$ cat config.mk
export PLATFORM = sky130hd
export DESIGN_NAME = addr_gen_wr_flat
export DESIGN_NICKNAME = d
export VERILOG_FILES = /design/src/rtl/addr_gen_wr_if.sv /design/src/rtl/addr_gen_wr.sv /design/src/flat_wrapper.sv
export SDC_FILE = /design/constraint.sdc
export NUM_CORES = 1
export LEC_CHECK = 0
export BUFFER_PORTS_ARGS = -buffer_cell sky130_fd_sc_hd__buf_4
export CORE_MARGIN = 2
export CORE_UTILIZATION = 28
export DETAILED_ROUTE_END_ITERATION = 12
export GPL_TIMING_DRIVEN = 0
export MAX_ROUTING_LAYER = met4
export SYNTH_ARGS = -nofsm -noshare
export SYNTH_HDL_FRONTEND = slang
export SYNTH_SLANG_ARGS = --single-unit
$ cat constraint.sdc
create_clock -name clk -period 3.1 [get_ports clk]
set_input_delay 0.155 -clock clk [delete_from_list [all_inputs] [get_ports clk]]
set_output_delay 0.155 -clock clk [all_outputs]
set_load 0.005 [all_outputs]
$ cat src/rtl/addr_gen_wr_if.sv
`default_nettype none
// ============================================================================
// Module      : addr_gen_wr_if
// Description : Upstream handshake plus memory write port of addr_gen_wr.
// Revision    : 1.0 - initial release
// ============================================================================
interface addr_gen_wr_if #(
    parameter int ADDR_WIDTH = 12,
    parameter int DATA_WIDTH = 16
);
    logic                  en;
    logic                  i_valid;
    logic [DATA_WIDTH-1:0] i_data;
    logic                  o_ready;
    logic [ADDR_WIDTH-1:0] o_addr;
    logic [DATA_WIDTH-1:0] o_data;
    logic                  o_we;
    logic                  o_done;

    modport master (
        output en,
        output i_valid,
        output i_data,
        input  o_ready,
        input  o_addr,
        input  o_data,
        input  o_we,
        input  o_done
    );

    modport slave (
        input  en,
        input  i_valid,
        input  i_data,
        output o_ready,
        output o_addr,
        output o_data,
        output o_we,
        output o_done
    );
endinterface
`default_nettype wire

$ cat src/rtl/addr_gen_wr.sv
`default_nettype none
// ============================================================================
// Module      : addr_gen_wr
// Description : Sequential memory write-address generator with row pauses.
// Revision    : 1.0 - initial release
// ============================================================================
module addr_gen_wr #(
    parameter int ADDR_WIDTH = 12,
    parameter int DATA_WIDTH = 16,
    parameter int START      = 0,
    parameter int STOP       = 56,
    parameter int ROW_LEN    = 8,
    parameter int PAUSE_LEN  = 2
) (
    input  wire logic     clk,
    input  wire logic     rst,
    addr_gen_wr_if.slave  bus
);

    localparam int c_ROW_W   = (ROW_LEN   > 1) ? $clog2(ROW_LEN)   : 1;
    localparam int c_PAUSE_W = (PAUSE_LEN > 1) ? $clog2(PAUSE_LEN) : 1;

    localparam logic [ADDR_WIDTH-1:0] c_START      = ADDR_WIDTH'(START);
    localparam logic [ADDR_WIDTH-1:0] c_STOP       = ADDR_WIDTH'(STOP);
    localparam logic [c_ROW_W-1:0]    c_ROW_LAST   = c_ROW_W'(ROW_LEN - 1);
    localparam logic [c_PAUSE_W-1:0]  c_PAUSE_LAST = c_PAUSE_W'((PAUSE_LEN > 0) ? PAUSE_LEN - 1 : 0);
    localparam bit                    c_HAS_PAUSE  = (PAUSE_LEN > 0);

    typedef enum logic [1:0] {
        S_IDLE  = 2'd0,
        S_WRITE = 2'd1,
        S_PAUSE = 2'd2,
        S_DONE  = 2'd3
    } state_t;

    state_t                r_state;
    logic [ADDR_WIDTH-1:0] r_wptr;
    logic [c_ROW_W-1:0]    r_row;
    logic [c_PAUSE_W-1:0]  r_pause;
    logic [ADDR_WIDTH-1:0] r_addr;
    logic [DATA_WIDTH-1:0] r_data;
    logic                  r_we;
    logic                  r_done;

    logic                  w_ready;

    // Ready is only offered in WRITE and only while enabled.
    assign w_ready     = bus.en && (r_state == S_WRITE);

    assign bus.o_ready = w_ready;
    assign bus.o_addr  = r_addr;
    assign bus.o_data  = r_data;
    assign bus.o_we    = r_we;
    assign bus.o_done  = r_done;

    always_ff @(posedge clk or posedge rst) begin
        if (rst) begin
            r_state <= S_IDLE;
            r_wptr  <= c_START;
            r_row   <= '0;
            r_pause <= '0;
            r_addr  <= '0;
            r_data  <= '0;
            r_we    <= 1'b0;
            r_done  <= 1'b0;
        end else begin
            r_we <= 1'b0;
            if (bus.en) begin
                case (r_state)
                    S_IDLE: begin
                        r_state <= S_WRITE;
                    end

                    S_WRITE: begin
                        if (bus.i_valid) begin
                            r_addr <= r_wptr;
                            r_data <= bus.i_data;
                            r_we   <= 1'b1;
                            // The final address ends the run even if it also closes a row.
                            if (r_wptr == c_STOP) begin
                                r_state <= S_DONE;
                                r_done  <= 1'b1;
                            end else begin
                                r_wptr <= r_wptr + 1'b1;
                                if (r_row == c_ROW_LAST) begin
                                    r_row <= '0;
                                    if (c_HAS_PAUSE) begin
                                        r_state <= S_PAUSE;
                                    end
                                end else begin
                                    r_row <= r_row + 1'b1;
                                end
                            end
                        end
                    end

                    S_PAUSE: begin
                        if (r_pause == c_PAUSE_LAST) begin
                            r_pause <= '0;
                            r_state <= S_WRITE;
                        end else begin
                            r_pause <= r_pause + 1'b1;
                        end
                    end

                    S_DONE: begin
                        r_state <= S_DONE;
                    end

                    default: begin
                        r_state <= S_IDLE;
                    end
                endcase
            end
        end
    end

endmodule
`default_nettype wire

$ cat src/flat_wrapper.sv
// flat-port wrapper written by rule: the top's interface ports become plain ports
module addr_gen_wr_flat 
#(
    parameter int ADDR_WIDTH = 12,
    parameter int DATA_WIDTH = 16,
    parameter int START      = 0,
    parameter int STOP       = 56,
    parameter int ROW_LEN    = 8,
    parameter int PAUSE_LEN  = 2
)
  (clk, rst, bus_en, bus_i_valid, bus_i_data, bus_o_ready, bus_o_addr, bus_o_data, bus_o_we, bus_o_done);
  addr_gen_wr_if #(.ADDR_WIDTH(ADDR_WIDTH), .DATA_WIDTH(DATA_WIDTH)) bus_i ();
  input  wire logic clk;
  input  wire logic rst;
  input wire logic [$bits(bus_i.en)-1:0] bus_en;
  input wire logic [$bits(bus_i.i_valid)-1:0] bus_i_valid;
  input wire logic [$bits(bus_i.i_data)-1:0] bus_i_data;
  output wire logic [$bits(bus_i.o_ready)-1:0] bus_o_ready;
  output wire logic [$bits(bus_i.o_addr)-1:0] bus_o_addr;
  output wire logic [$bits(bus_i.o_data)-1:0] bus_o_data;
  output wire logic [$bits(bus_i.o_we)-1:0] bus_o_we;
  output wire logic [$bits(bus_i.o_done)-1:0] bus_o_done;
  assign bus_i.en = bus_en;
  assign bus_i.i_valid = bus_i_valid;
  assign bus_i.i_data = bus_i_data;
  assign bus_o_ready = bus_i.o_ready;
  assign bus_o_addr = bus_i.o_addr;
  assign bus_o_data = bus_i.o_data;
  assign bus_o_we = bus_i.o_we;
  assign bus_o_done = bus_i.o_done;
  addr_gen_wr #(.ADDR_WIDTH(ADDR_WIDTH), .DATA_WIDTH(DATA_WIDTH), .START(START), .STOP(STOP), .ROW_LEN(ROW_LEN), .PAUSE_LEN(PAUSE_LEN)) u_core (.clk(clk), .rst(rst), .bus(bus_i));
endmodule
== Yosys cells after proc, flatten, opt, wreduce, memory -nomap -nowiden ==
Cells that the tools add are included.
Storage, ports and cells
  bits in registers: 48
  output and inout port bits: 31
  logic and storage cells: 37
Operators by class
  $add $sub $neg: 3
  eq/ne operators: 8
  mux-type cells: 10
  bitwise logic cells: 1
  reductions and logical operators: 7
Operators with widths (count)
  adder 12 x 1 -> 12 bit (second input constant): 1
  equality test 12 x 6 -> 1 bit (second input constant): 1
  AND reduction 4 bit: 3
  2-to-1 mux 2 bit: 4
  case mux 2 bit (4 select lines): 1
  equality test 2 bit (second input constant): 2
  2-to-1 mux 1 bit: 4
  adder 3 x 1 -> 3 bit (second input constant): 1
  equality test 3 bit (second input constant): 1
  2-to-1 mux 3 bit: 1
  != test 3 bit (second input constant): 1
  AND reduction 3 bit: 1
  equality test 2 x 1 -> 1 bit (second input constant): 1
  logical NOT 2 bit: 1
  != test 2 x 1 -> 1 bit (second input constant): 1
  != test 2 bit (second input constant): 1
  AND reduction 2 bit: 1
  adder 1 bit (second input constant): 1
  logical AND 1 bit: 1
  NOT 1 bit: 1

== Logic depth before layout (Yosys ltp) ==
  word-level depth: 5
  gate-level depth with buffers: 6
  gate-level depth less buffers: 6

== Least setup slack after synthesis ==
OpenSTA, ideal clock, no wires.
  path kind: register to register
  from: reg u_core.r_wptr[0]
  to: reg u_core.r_row[0]
  library setup time: 0.125 ns
  arrival: 1.452 ns
  required time: 2.975 ns
  path slack: 1.523 ns
  stages on the path, launching flop included: 7
  path buffers: 0
  path through: dfrtp_1 inv_1 ha_1 nor4b_1 and3_2 nor2_4 mux2_2
Between the ends
  longest elaborated chain between the ends: 3
Ends and longest elaborated chain
  start, declared: RTL line addr_gen_wr.sv:37  | logic [ADDR_WIDTH-1:0] r_wptr;
  start signal, assigned: RTL line addr_gen_wr.sv:59  | r_wptr <= c_START;
  start signal, assigned: RTL line addr_gen_wr.sv:84  | r_wptr <= r_wptr + 1'b1;
  equality test 12 x 6 -> 1 bit: RTL line addr_gen_wr.sv:80  | if (r_wptr == c_STOP) begin
  NOT 1 bit (no line)
  AND reduction 4 bit (no line)
  end signal, assigned: RTL line addr_gen_wr.sv:91  | r_row <= r_row + 1'b1;
  end, declared: RTL line addr_gen_wr.sv:38  | logic [c_ROW_W-1:0] r_row;
Every way passes these cells.
A chain may end at the register's enable or synchronous reset.

== Worst setup path after layout ==
  from: reg u_core.r_wptr[0]
  to: reg u_core.r_row[2]
The elaborated chain is that of the path after synthesis.

==> results_tabular.tex <==
\begin{tabular}{lr}
\hline
Metric & Value \\
\hline
\multicolumn{2}{l}{\textbf{Placement}} \\
Setup Slack @ Placement & 1.34 ns \\
Area after DPL & 0.00251 mm2 \\
Port buffer count & 50 \\
Half-perimeter wire length of the detailed placement result & 2.86 mm \\
Final weighted congestion in routability-driven placement & 0.736 \\
Placed cells & 343 \\
\multicolumn{2}{l}{\textbf{Clock tree}} \\
Reg clk slew, reported paths & 0.09 ns \\
TritonCTS clock tree & done \\
Clock latency on the worst-skew pair & 0.30 ns \\
H-tree depth reported by CTS & 2 \\
Root Driver & sky130\_fd\_sc\_hd\_\_clkbuf\_8 \\
CTS buffer count & 5 \\
Clk buf depth & 2 \\
Num Clock Sinks & 48 \\
Post CTS Setup Buffer Count & 0 \\
\multicolumn{2}{l}{\textbf{Yosys}} \\
Synthesized area per cell & 10.2 um2 \\
Post-synth ARST share & 100\% \\
Synthesis warning total & 0 \\
Post-Syn Area & 0.00200 mm2 \\
Count of different cell masters after synthesis & 30 \\
Number of enable flip-flop cells after synthesis & 0 \\
Number of nets in the synthesized netlist & 220 \\
Fraction of the yosys area taken by sequential cells & 60.1\% \\
Number of cells produced by synthesis & 196 \\
Number of synthesized register bits & 48 \\
Ys flop type & sky130\_fd\_sc\_hd\_\_dfrtp\_1 \\
\multicolumn{2}{l}{\textbf{Floorplan}} \\
Placeable core region & 0.00683 mm2 \\
Y dimension of the die & 88.5 um \\
DIE AREA & 0.00783 mm2 \\
Total number of placement rows & 30 \\
I/O pin count & 51 \\
Width of the die & 88.5 um \\
Starting utilization of the core area & 29.2\% \\
\multicolumn{2}{l}{\textbf{Detailed routing}} \\
Per-cell via count in the routed design & 4.16 \\
Wire length after detailed routing & 4.00 mm \\
WL per Instance & 11.4 um \\
Total iterations of the first detailed-routing run & 4 \\
Number of vias in the routed layout & 1463 \\
Post-detailed-route count of antenna-violating nets & 0 \\
Initial detailed-routing violation count & 45 \\
Total DRC errors in the routed layout & 0 \\
\multicolumn{2}{l}{\textbf{Global routing}} \\
Overall overflow remaining after global route & 0 \\
First-pass GRT wire length & 6.80 mm \\
Initial antenna violation count & 0 \\
Vias in the first global route & 1477 \\
Pin count of the biggest net entering global routing & 43 \\
Overall global routing resource usage & 11.7\% \\
\multicolumn{2}{l}{\textbf{Timing}} \\
Slew at the pin closest to its max-slew limit & 0.439 ns \\
Unrepaired setup endpoints after global routing & no \\
Number of hold-slack violations in the final timing report & 0 \\
Crit path time final & 1.77 ns \\
Final setup vio count & 0 \\
Fmax & 0.566 GHz \\
Sum Neg Setup Slack & 0 ns \\
Max transition margin & 70.7\% \\
Setup skew after layout & 0.00656 ns \\
Ratio of final minimum period to clock period & 57.0\% \\
Final Max Slew Viols & 0 \\
Final critical-path setup slack & 1.33 ns \\
\multicolumn{2}{l}{\textbf{Worst setup path}} \\
Longest individual stage delay on the worst path & 0.39 ns \\
Arr. time, crit path & 1.96 ns \\
Cell depth of the worst flop-to-flop path & 6 \\
Family of cells with the greatest summed delay on the critical path & simple AND/OR/NAND/NOR gates \\
Setup slack of the worst register-to-register path & 1.33 ns \\
Number of buffers and inverters on the critical path & 1 \\
Critical-path cell with the highest stage delay & sky130\_fd\_sc\_hd\_\_dfrtp\_1 \\
Crit Path Max Fanout & 6 \\
Setup crit start kind & flop \\
Crit Path Category & reg2reg \\
Crit path cell chain & inv\_1 > ha\_1 > nor4b\_1 > and3\_2 > nor2\_4 > mux2\_2 \\
Reg2Reg Capture Point & u\_core.r\_row[2] \\
Stages on worst setup path & 6 \\
Kind of end point of the critical path & flop \\
Worst path required time & 3.30 ns \\
Worst r2r src & u\_core.r\_wptr[0] \\
\multicolumn{2}{l}{\textbf{Finish}} \\
Area of all placed cells without fillers & 0.00262 mm2 \\
Core occupancy in the finished layout & 38.4\% \\
Antenna diode count & 0 \\
Number of standard cells in the final layout excluding fillers & 352 \\
Most frequent standard cell in the layout excluding fill and tap cells & sky130\_fd\_sc\_hd\_\_nand2\_1 \\
Post-layout net count & 279 \\
Commonest cells after routing, fill and taps aside & sky130\_fd\_sc\_hd\_\_nand2\_1, sky130\_fd\_sc\_hd\_\_buf\_4, sky130\_fd\_sc\_hd\_\_dfrtp\_1 \\
Share of post-route cells with drive strength above 1 & 29.3\% \\
P\&R area growth vs syn & 31.2\% \\
\multicolumn{2}{l}{\textbf{Power and ir drop}} \\
Leak pwr & 1.38 nW \\
NetSw & 0.000540 W \\
Sequential cell fraction of total power & 50.8\% \\
P\_int & 0.00123 W \\
Worst IR drop on VDD & 209 uV \\
Switching share of power & 30.6\% \\
Ratio of total power to cell area & 674 mW/mm2 \\
Clk pwr share & 22.3\% \\
Power share of the combinational group & 26.9\% \\
\multicolumn{2}{l}{\textbf{Job}} \\
Max\_cap viols & 0 \\
\multicolumn{2}{l}{\textbf{Hold path}} \\
Hold-critical path endpoint & u\_core.bus.o\_data[3] \\
Worst hold path stage count & 3 \\
Critical hold path startpoint & bus\_i\_data[3] \\
Type of the worst min-delay path & in2reg \\
\multicolumn{2}{l}{\textbf{Status}} \\
Status & finished, final reports clean \\
\hline
\end{tabular}
## sequential cells by signal (all words and copies together), names as in the netlist
signal / flops
u_core.bus.o_data: 16
u_core.bus.o_addr: 12
u_core.r_wptr: 12
u_core.r_row: 3
u_core.r_state: 2
u_core.bus.o_done: 1
u_core.bus.o_we: 1
u_core.r_pause: 1
## power by group through the flow
| stage | registers, W | logic (W) | clock network (W) |
|---|---|---|---|
| final | 0.000897 | 0.000475 | 0.000394 |
| after global routing | 0.000921 | 0.000556 | 0.000444 |
| after global placement | 0.000905 | 0.000469 | 0 |
| after detailed placement | 0.000910 | 0.000486 | 0 |
| after floorplan | 0.000900 | 0.000236 | 0 |
| after CTS | 0.000900 | 0.000489 | 0.000413 |
## metal layers
metal | global-route usage, % | share of wire, % | routed length [um] | up-vias
li1 | - | - | - | 741
met1 | 15.0 | 48 | 1920 | 681
met2 | 18.0 | 45 | 1820 | 33
met3 | 2.80 | 4.7 | 186 | 8
met4 | 4.55 | 1.8 | 70 | 0
met5 | - | 0 | 0 | -
## cell usage after synthesis (2+ instances only)
library cell	count	area, um2
sky130_fd_sc_hd__xnor2_1	7	61.3
sky130_fd_sc_hd__nor3_1	4	20.0
sky130_fd_sc_hd__o21ai_0	3	15.0
sky130_fd_sc_hd__a21oi_1	4	20.0
sky130_fd_sc_hd__buf_2	3	15.0
sky130_fd_sc_hd__clkbuf_1	3	11.3
sky130_fd_sc_hd__inv_1	4	15.0
sky130_fd_sc_hd__dfrtp_1	48	1200
sky130_fd_sc_hd__xor2_1	3	26.3
sky130_fd_sc_hd__a21o_1	2	15.0
sky130_fd_sc_hd__ha_1	4	50.1
sky130_fd_sc_hd__mux2_2	3	33.8
sky130_fd_sc_hd__nand2_1	87	327
sky130_fd_sc_hd__nor2_1	5	18.8
## what timing repair did
action,in CTS,in global routing
hold endpoints to repair,28,0
resized for setup,0,0
hold buffers,1,0
## cells by family (layout without fill, tap and decap cells)
logic type               after synthesis  in the layout  share of synthesized area (%)
AND/OR/NAND/NOR                      109            109                           25.4
flip-flops                            48             48                           60.1
XOR/XNOR                              11             11                           5.20
buffers and inverters                 11             71                           2.25
AO/OA/AOI/OAI                         10             10                           2.82
adder cells (fa/ha/maj)                4              4                           2.50
multiplexers                           3              3                           1.69
## tightest hold or removal path: stages
cell and delay (ns):
sky130_fd_sc_hd__buf_4 0.08, sky130_fd_sc_hd__nand2_1 0.04, sky130_fd_sc_hd__nand2_1 0.04
## per-stage QoR
step / hold WS [ns] / total power (W)
6_report: 0.0324 / 0.00177
3_5_place_dp: 0.0648 / 0.00140
2_1_floorplan: 0.260 / 0.00114
5_1_grt: 0.0251 / 0.00192
3_3_place_gp: 0.348 / 0.00137
4_1_cts: 0.0242 / 0.00180
## layout make-up
type                            instances  area [um2]
Tap cell                               96         120
Clock inverter                          2        15.0
Multi-Input combinational cell        137         752
Clock buffer                            6        82.6
Timing Repair Buffer                   52         405
Fill cell                             717        4210
Sequential cell                        48        1200
Buffer                                  6        26.3
Inverter                                5        18.8
## how the worst max path moves through the flow
stage                          start               to  slack [ns]
floorplan           u_core.r_wptr[0]  u_core.r_row[0]        1.52
global placement                 rst  u_core.r_row[2]        1.15
global route        u_core.r_wptr[0]  u_core.r_row[2]        1.22
detailed placement  u_core.r_wptr[0]  u_core.r_row[2]        1.34
finish              u_core.r_wptr[0]  u_core.r_row[2]        1.33
CTS                 u_core.r_wptr[0]  u_core.r_row[2]        1.32
(Power assumes the default switching activity.)
